`src/rtl/rfphoenix_insn_fifo_drain.sv`:
```
// Read-side drain for the instruction FIFO: credit-based rd_en issue, 2-entry skid
// buffer feeding the issue stage as a valid/ready stream, flush, stall count and error flag.
module rfphoenix_insn_fifo_drain #(
  parameter int W      = 64,
  parameter int SCNT_W = 16
) (
  input  logic              clk,
  input  logic              rst,
  input  logic              fifo_empty,
  input  logic              fifo_v,
  input  logic [W-1:0]      fifo_dat,
  output logic              fifo_rd,
  input  logic              flush,
  output logic              out_valid,
  output logic [W-1:0]      out_data,
  input  logic              out_ready,
  output logic [1:0]        occ,
  output logic [SCNT_W-1:0] stall_cnt,
  output logic              proto_err
);

  logic [1:0][W-1:0] entry;
  logic              head, tail, inflight;
  logic              pop, full, wr;
  logic [2:0]        credit;

  assign out_valid = (occ != 2'd0);
  assign out_data  = entry[head];
  assign pop       = out_valid & out_ready;
  assign full      = (occ == 2'd2);

  // Words already committed (buffered + in flight) after this cycle's pop must leave
  // room for the word this read will return.
  assign credit  = {1'b0, occ} + {2'b00, inflight} - {2'b00, pop};
  assign fifo_rd = rst & ~fifo_empty & ~flush & (credit < 3'd2);

  // A full buffer with no pop cannot take a word; it is dropped and flagged.
  assign wr = fifo_v & ~flush & (~full | pop);

  always_ff @(posedge clk or negedge rst) begin
    if (!rst) begin
      entry     <= '0;
      head      <= 1'b0;
      tail      <= 1'b0;
      occ       <= 2'd0;
      inflight  <= 1'b0;
      stall_cnt <= '0;
      proto_err <= 1'b0;
    end else begin
      inflight <= fifo_rd;
      if (out_valid & ~out_ready & ~(&stall_cnt))
        stall_cnt <= stall_cnt + 1'b1;
      if (fifo_v & ~flush & (~inflight | (full & ~pop)))
        proto_err <= 1'b1;
      if (flush) begin
        occ  <= 2'd0;
        head <= 1'b0;
        tail <= 1'b0;
      end else begin
        if (wr) begin
          entry[tail] <= fifo_dat;
          tail        <= ~tail;
        end
        if (pop)
          head <= ~head;
        occ <= occ + {1'b0, wr} - {1'b0, pop};
      end
    end
  end

endmodule
```
`config.mk`:
```
export PLATFORM = sky130hd
export DESIGN_NAME = rfphoenix_insn_fifo_drain
export DESIGN_NICKNAME = d
export VERILOG_FILES = /design/src/rtl/rfphoenix_insn_fifo_drain.sv
export SDC_FILE = /design/constraint.sdc
export NUM_CORES = 1
export LEC_CHECK = 0
export CORE_AREA = 2 2 109 132
export CTS_CLUSTER_DIAMETER = 30
export DETAILED_ROUTE_END_ITERATION = 10
export DIE_AREA = 0 0 111 134
export PLACE_DENSITY = 0.86
export SETUP_SLACK_MARGIN = 0.4
export SLEW_MARGIN = 20
export SYNTH_ARGS = -nofsm -noshare
export SYNTH_HDL_FRONTEND = slang
export SYNTH_SLANG_ARGS = --single-unit
```
`constraint.sdc`:
```
create_clock -name clk -period 2.9 [get_ports clk]
set_input_delay 0.58 -clock clk [delete_from_list [all_inputs] [get_ports clk]]
set_output_delay 0.58 -clock clk [all_outputs]
set_load 0.005 [all_outputs]
```
-- Yosys cells after proc, flatten, opt, wreduce, memory -nomap -nowiden
Index checks and enable logic that the tools add are counted.
- flip-flop bits (word level): 150
- output and inout port bits: 85
- order comparisons: 4
- muxes and demuxes: 10
- add/subtract/negate cells: 5
- equality and inequality tests: 1
- reduce and logical (&&, ||, !) cells: 6
- bitwise gates (word level): 21
- operator list (kind ; count):
    64-bit two-way mux ; 3
    128-bit bitwise mux ; 1
    64-bit demux with 1-bit select ; 1
    16-bit by 1-bit adder with 16-bit output (second input constant) ; 1
    16-bit AND reduction ; 1
    1-bit bitwise AND ; 10
    1-bit inverter ; 9
    2-bit nonzero test ; 3
    1-bit by 2-bit less-than comparator with 1-bit output (second input constant) ; 2
    1-bit two-way mux ; 4
    2-bit by 1-bit adder with 3-bit output ; 1
    3-bit by 2-bit less-than comparator with 1-bit output (second input constant) ; 1
    3-bit by 1-bit subtractor with 3-bit output ; 1
    2-bit by 1-bit adder with 2-bit output ; 1
    2-bit == test (second input constant) ; 1
    2-bit two-way mux ; 1
    1-bit bitwise OR ; 2
    2-bit AND reduction ; 1
    2-bit by 1-bit subtractor with 2-bit output ; 1
    1-bit greater-or-equal comparator (second input constant) ; 1
    1-bit logical AND ; 1

-- Logic depth before layout (Yosys ltp)
Gate-level depths: netlist (run 1).
- depth in word-level cells: 7
- mapped depth: 8
- depth with buffers taken out: 8

-- Least setup slack after synthesis (run 1)
Ideal clock, no wire load.
- path type: register to output
- from: register occ[1]
- to: output fifo_rd
- cell stages (with the launch flop): 7
- path slack: 0.486 ns
- arrival: 1.834 ns
- buffers on the path: 0
- path through: dfrtp_1 or2_2 nand2_1 nor2_1 fa_1 nand2_1 nor4_1
- cells in the longest elaborated chain, start to end: 5
- elaborated cells on any way between the ends: 6
- classes of those cells: add/sub (2); order compare (1); bitwise (2); reduce/logical (1)
- ends and longest elaborated chain (element ; RTL line ; RTL):
    start: declaration ; 17 ; output logic [1:0] occ,
    start signal: assignment ; 66 ; occ <= occ + {1'b0, wr} - {1'b0, pop};
    2-bit nonzero test ; 27 ; assign out_valid = (occ != 2'd0);
    named net out_valid ; 14 ; output logic out_valid,
    1-bit bitwise AND ; 29 ; assign pop = out_valid & out_ready;
    3-bit by 1-bit subtractor with 3-bit output ; 34 ; assign credit = {1'b0, occ} + {2'b00, inflight} - {2'b00, pop};
    3-bit by 2-bit less-than comparator with 1-bit output ; 35 ; assign fifo_rd = rst & ~fifo_empty & ~flush & (credit < 3'd2);
    1-bit bitwise AND ; 35 ;
    end: declaration ; 12 ; output logic fifo_rd,
The timed path passes the listed nets, and every way through them passes these cells.

-- Worst setup path after layout (run 1)
- from: register occ[1]
- to: output fifo_rd
- cells in the longest elaborated chain, start to end: 5
- elaborated cells on any way between the ends: 6
- classes of those cells: add/sub (2); order compare (1); bitwise (2); reduce/logical (1)
- ends and longest elaborated chain (element ; RTL line):
    branches (longest 2 deep; another with 2-bit by 1-bit adder with 3-bit output) ; --
    3-bit by 1-bit subtractor with 3-bit output (*) ; 34
    3-bit by 2-bit less-than comparator with 1-bit output (*) ; 35
    1-bit bitwise AND (*) ; 35
Every way passes the cells marked *.

==> results.cfg, run 1 <==
[final_layout]
layout_common_cells = mux2_2 (190), dfrtp_1 (149), clkdlybuf4s50_1 (100)
final_common_cell = mux2_2
drive_gt1_frac = 0.410
fill_cells = 906
multi_input_area_um2 = 2800
area_delta_synth_final_pct = 40.5
instances_no_fill = 808
nNetsFinal = 699
fin_area_um2 = 9430
register_area_um2 = 3750
final_util = 0.694
n_antenna_cell = 0

[route]
drtAntennaViolNets = 0
vias_per_cell = 5.38
vias = 4348
drtPass1Iterations = 4
wl_per_cell_um = 19.6
drc_errors = 0
drt_iter0_drc = 129
wl_mm = 15.8

[grt]
top_usage_layer = met2
grt_max_degree = 85
antenna_found_initial = 0
met2_usage = 0.387
grt_util_all_layers = 0.218
overflow = 0
met3_usage = 0.0610
grt_pass1_vias = 4862
grtUsageMet1 = 0.252
grt_pass1_wl_mm = 25.3

[power]
p_leak_nw = 4.36
power_frac_seq = 0.372
p_int_mw = 6.62
power_switching_mw = 2.45
power.density_nw_per_um2 = 962
peakVddDrop_mv = 0.656
p_sw_frac = 0.270
report.power.total_mw = 9.07
clock_power_share = 0.247
comb_power_share = 0.381

[placed_design]
io_buffers = 154
gp_congestion = 0.875
placed_cell_area_um2 = 8440
dp_hpwl_mm = 10.1
dp_cells = 765
post-place-ws_ps = -456

[logic_synthesis]
synth_compound_area_frac = 0.0136
synthAdderAreaFrac = 0.00858
synth_top_family_by_area = multiplexers
synth_area_per_cell_um2 = 15.0
synth_fp_nets = 521
synthXorXnorAreaFrac = 0.0248
synth_top_area_cell = dfrtp_1
synth.area.top_cells = dfrtp_1 (56%), mux2_2 (32%), xor2_1 (2.1%), buf_6 (1.8%), mux2_1 (0.67%)
synth-seq-area-share = 0.559
synth-simple-area-share = 0.0401
synth.distinct_cells = 38
syn_area_um2 = 6710
muxShareOfSynthArea = 0.326
ys_warn_count = 0
ys_ff_latch = 150
synth_largest_type_area_fraction = 0.559
synthCells = 447

[clock_tree]
ctsHoldBuffers = 0
clockBufferDepth = 2
cts_buffers = 17
clk_pin_slew_worst_paths_ps = 60
clk_latency_ps = 420
clock_sinks = 150
cts_root_buf = clkbuf_16
h-tree-depth = 4
cts_tree = yes

[setup_path]
worstPathMaxFanout = 2
worstPathRequired_ps = 2320
cp.arrival_ps = 2110
worst_setup_path_end_kind = primary output
criticalPathCategory = reg2out
start_kind = flip-flop
reg2reg_depth = 7

[floorplan]
core_area_um2 = 13600
die_w_um = 111
die_height_um = 134
die_area_um2 = 14900
pin_count = 155
floorplan.rows = 47
initial_core_util = 0.494

[timing]
tns_ps = 0
hold_violations = 0
fmax_mhz = 372
setup_slack_ps = 215
skew_ps = 3.90
fin_crit_sh = 0.926
rsz0062_at_grt = yes
max-slew-margin-rel = 0.448
tightestPinTransition_ps = 828
min_period_ps = 2690
hold-worst-slack_ps = 331
setup_viol = 0
slew_violations = 0

[run]
drv_cap = 0

[outcome]
status = finished clean

[hold_path]
hp-class = in2async
## final cells by class
cell class,count,area share
clock buffer,21,0.0499
clock inverter,10,0.0135
inverter,5,0.00199
multi-input combinational,272,0.297
sequential,150,0.398
tap,171,0.0227
timing repair buffer,179,0.216
## per-layer routing
metal / vias to the layer above / part of all wire
met5: - / 0
met4: 0 / 0.021
met3: 27 / 0.055
met2: 153 / 0.52
met1: 2206 / 0.40
li1: 1962 / -
## kinds of logic (layout without fill, tap and decap cells)
| logic type | after synthesis | in the layout |
|---|---|---|
| multiplexers | 194 | 194 |
| flip-flops | 150 | 150 |
| adder cells (fa/ha/maj) | 4 | 4 |
| AND/OR/NAND/NOR | 45 | 45 |
| AO/OA/AOI/OAI | 10 | 10 |
| buffers and inverters | 25 | 215 |
| XOR/XNOR | 19 | 19 |
## critical path, cell delays in order (launching register included)
cell and delay, ps:
dfrtp_1 380, or2_4 250, nand2_2 80, nor2_1 50
fa_1 490, nand2_2 70, nor4_4 210, buf_2 160
## synth_stat cells
library cell / instances
and3_1: 1
buf_6: 11
nand4b_1: 1
clkbuf_1: 7
o21bai_2: 1
or2_2: 1
nor2_4: 1
nor4_4: 1
nor4_1: 4
dfrtp_1: 150
clkbuf_8: 1
nand3_2: 1
buf_2: 1
nor2_1: 9
a211oi_1: 1
mux2_2: 190
or3_1: 1
nor2b_1: 1
o311a_1: 1
a2111oi_2: 2
xnor2_1: 3
a31o_2: 1
or3b_4: 1
a21oi_1: 2
inv_1: 5
nand3_1: 3
nor3b_1: 1
fa_1: 1
ha_1: 3
nand4_2: 1
nor4b_1: 1
mux2_1: 4
a2111oi_0: 1
nand2_1: 10
nand4_1: 5
xor2_1: 16
nor3_1: 2
o21ai_0: 1
## power by group through the flow
stage,logic (mW),clock network [mW],registers (mW)
after floorplan,1.71,0,3.25
after global placement,3.18,0,3.29
after detailed placement,3.28,0,3.40
after CTS,3.54,2.28,3.36
after global routing,3.72,2.39,3.47
final,3.46,2.24,3.37
## timing repair
action	4_1_cts	5_1_grt
endpoints found under the setup margin	65	48
gates cloned	5	0
gates resized for setup	26	46
pin swaps	2	1
setup buffers	4	3
## sequential cells by signal, summed over array words and instances, names as in the netlist
name	cells
entry	128
head	1
inflight	1
occ	2
proto_err	1
stall_cnt	16
tail	1
## worst paths after layout
path | end | from | slack (ps)
worst max-delay path | fifo_rd | occ[1]$_DFF_PN0_ | 210
worst min-delay path | entry[30]$_DFFE_PN0P_ | rst | 330
worst max register to register | entry[14]$_DFFE_PN0P_ | occ[1]$_DFF_PN0_ | 800
worst min register to register | proto_err$_DFFE_PN0P_ | proto_err$_DFFE_PN0P_ | 480
max in group asynchronous | head$_DFFE_PN0P_ | rst | 1960
min in group clk | proto_err$_DFFE_PN0P_ | proto_err$_DFFE_PN0P_ | 480
Power figures use the tool's default switching activity.
==> inputs of run 2 (changes only) <==
--- a/config.mk
+++ b/config.mk
@@ -12,5 +12,4 @@
 export PLACE_DENSITY = 0.86
 export SETUP_SLACK_MARGIN = 0.4
-export SLEW_MARGIN = 20
 export SYNTH_ARGS = -nofsm -noshare
 export SYNTH_HDL_FRONTEND = slang
==> constraint.sdc (replaced) <==
create_clock -name clk -period 2.9 [get_ports clk]
set_input_delay 0.29 -clock clk [delete_from_list [all_inputs] [get_ports clk]]
set_output_delay 0.29 -clock clk [all_outputs]
set_load 0.005 [all_outputs]
==> run 2 against run 1 <==
- global-route usage decreased by 1.3 points
- setup slack improved by 290 ps
- utilization decreased by 3.1 points
- wire length decreased by 8.8%
- final cell count decreased by 1.4%
- clock skew increased by 2.2 ps
- clock-buffer cell count increased by 6
- clock power decreased by 7%
- power decreased by 4.0%
- die area unchanged
- sequential cell count unchanged
- first-iteration DRC count increased by 6.2%
==> results.cfg, run 2 (same netlist as run 1, synthesis figures left out) <==
[outcome]
status = finished clean

[final_layout]
layout_common_cells = mux2_2 (190), clkdlybuf4s50_1 (152), dfrtp_1 (149)
reg_top3 = entry x128, stall_cnt x16, occ x2
largest_reg_flops = 128
area_delta_synth_final_pct = 34.3
largest-register = entry
nNetsFinal = 689
final_util = 0.663
drive_gt1_frac = 0.393
instances_no_fill = 797
final_common_cell = mux2_2
n_antenna_cell = 0

[setup_path]
worst_setup_path_end_kind = primary output
cp.arrival_ps = 2100
slowest_delay_ps = 470
cp_slowest_cell = fa_1
worst-path-buf-inv = 1
crit_chain = or2_4, nand2_2, nor2_2, fa_1, nand2_1, nor4_2, buf_2
worstPathRequired_ps = 2610
crit_family = simple AND/OR/NAND/NOR gates
start_kind = flip-flop
worstPathMaxFanout = 2
criticalPathCategory = reg2out

[hold_path]
hp-class = in2async

[grt]
met2_usage = 0.352
grtUsageMet1 = 0.240
top_usage_layer = met2
overflow = 0
met3_usage = 0.0718
grt_pass1_vias = 4730
antenna_found_initial = 0
grt_max_degree = 63
grt_pass1_wl_mm = 24.0
grt_util_all_layers = 0.204

[route]
wl_per_cell_um = 18.1
vias_per_cell = 5.37
drc_errors = 0
drt_iter0_drc = 137
drtPass1Iterations = 4
wl_mm = 14.4
drtAntennaViolNets = 0
vias = 4277

[placed_design]
dp_hpwl_mm = 9.72
gp_congestion = 0.879
io_buffers = 154
dp_cells = 762

[run]
drv_cap = 0

[floorplan]
pin_count = 155
die_w_um = 111
die_area_um2 = 14900
floorplan.rows = 47
die_height_um = 134
initial_core_util = 0.494
core_area_um2 = 13600

[power]
peakVddDrop_mv = 0.558
power.density_nw_per_um2 = 967
p_leak_nw = 3.81

[clock_tree]
clk_pin_slew_worst_paths_ps = 50
cts_root_buf = clkbuf_16
clock_sinks = 150
h-tree-depth = 4
cts_buffers = 17
cts_tree = yes
clk_latency_ps = 410
clockBufferDepth = 2

[timing]
rsz0062_at_grt = yes
min_period_ps = 2390
hold_violations = 0
fmax_mhz = 418
tns_ps = 0
fin_crit_sh = 0.826
skew_ps = 6.08
tightestPinTransition_ps = 793
setup_viol = 0
max-slew-margin-rel = 0.471
slew_violations = 0
## run 2: worst reg2reg max path, cell delays in order, from the launching register on
cell	delay (ps)
dfrtp_1	380
buf_4	130
buf_4	150
or3b_4	280
nand3_2	120
nor2_4	110
buf_4	440
mux2_2	420
## run 2: cell type report
cell class	count	area (um2)
fill	970	4570
sequential	150	3750
multi-input combinational	272	2790
timing repair buffer	169	1670
clock buffer	27	523
tap	171	214
clock inverter	3	40.0
inverter	5	18.8
## run 2: power breakdown
part,internal [mW],switching (mW)
sequential,2.93,0.423
combinational,2.19,1.07
clock,1.31,0.787
total,6.43,2.28
## run 2: final timing paths
check                                       from               endpoint  slack (ps)  cells after the start
max                             occ[0]$_DFF_PN0_                fifo_rd         510                      7
min in group clk                      fifo_empty     inflight$_DFF_PN0_         450                      2
min reg2reg                proto_err$_DFFE_PN0P_  proto_err$_DFFE_PN0P_         490                      1
max reg2reg                     occ[1]$_DFF_PN0_  entry[42]$_DFFE_PN0P_         770                      7
min                                          rst  entry[91]$_DFFE_PN0P_         340                      2
max in group asynchronous                    rst       head$_DFFE_PN0P_        1410                      3
## run 2: timing repair
item / CTS / global route
setup endpoints to repair: 1 / 21
endpoints found under the hold margin: 33 / 0
hold buffers: 1 / 0
pin swaps: 1 / 3
buffers inserted: 2 / 2
resized for setup: 7 / 2
## run 2: routing by layer
metal	vias up	part of all wire	wire length [um]
met5	-	0	0
met4	0	0.013	188
met3	14	0.060	860
met2	135	0.51	7370
met1	2193	0.42	6010
li1	1935	-	-
## run 2: through the flow
step / instance area, um2 / setup slack, ps / power (mW) / hold WS, ps
finish: 9010 / 506 / 8.71 / 335
global route: 9010 / 388 / 9.22 / 367
CTS: 8990 / 405 / 8.80 / 332
detailed placement: 8400 / 79.9 / 6.63 / 205
global placement: 8400 / 130 / 6.45 / 198
floorplan: 6710 / 776 / 4.97 / -5.59
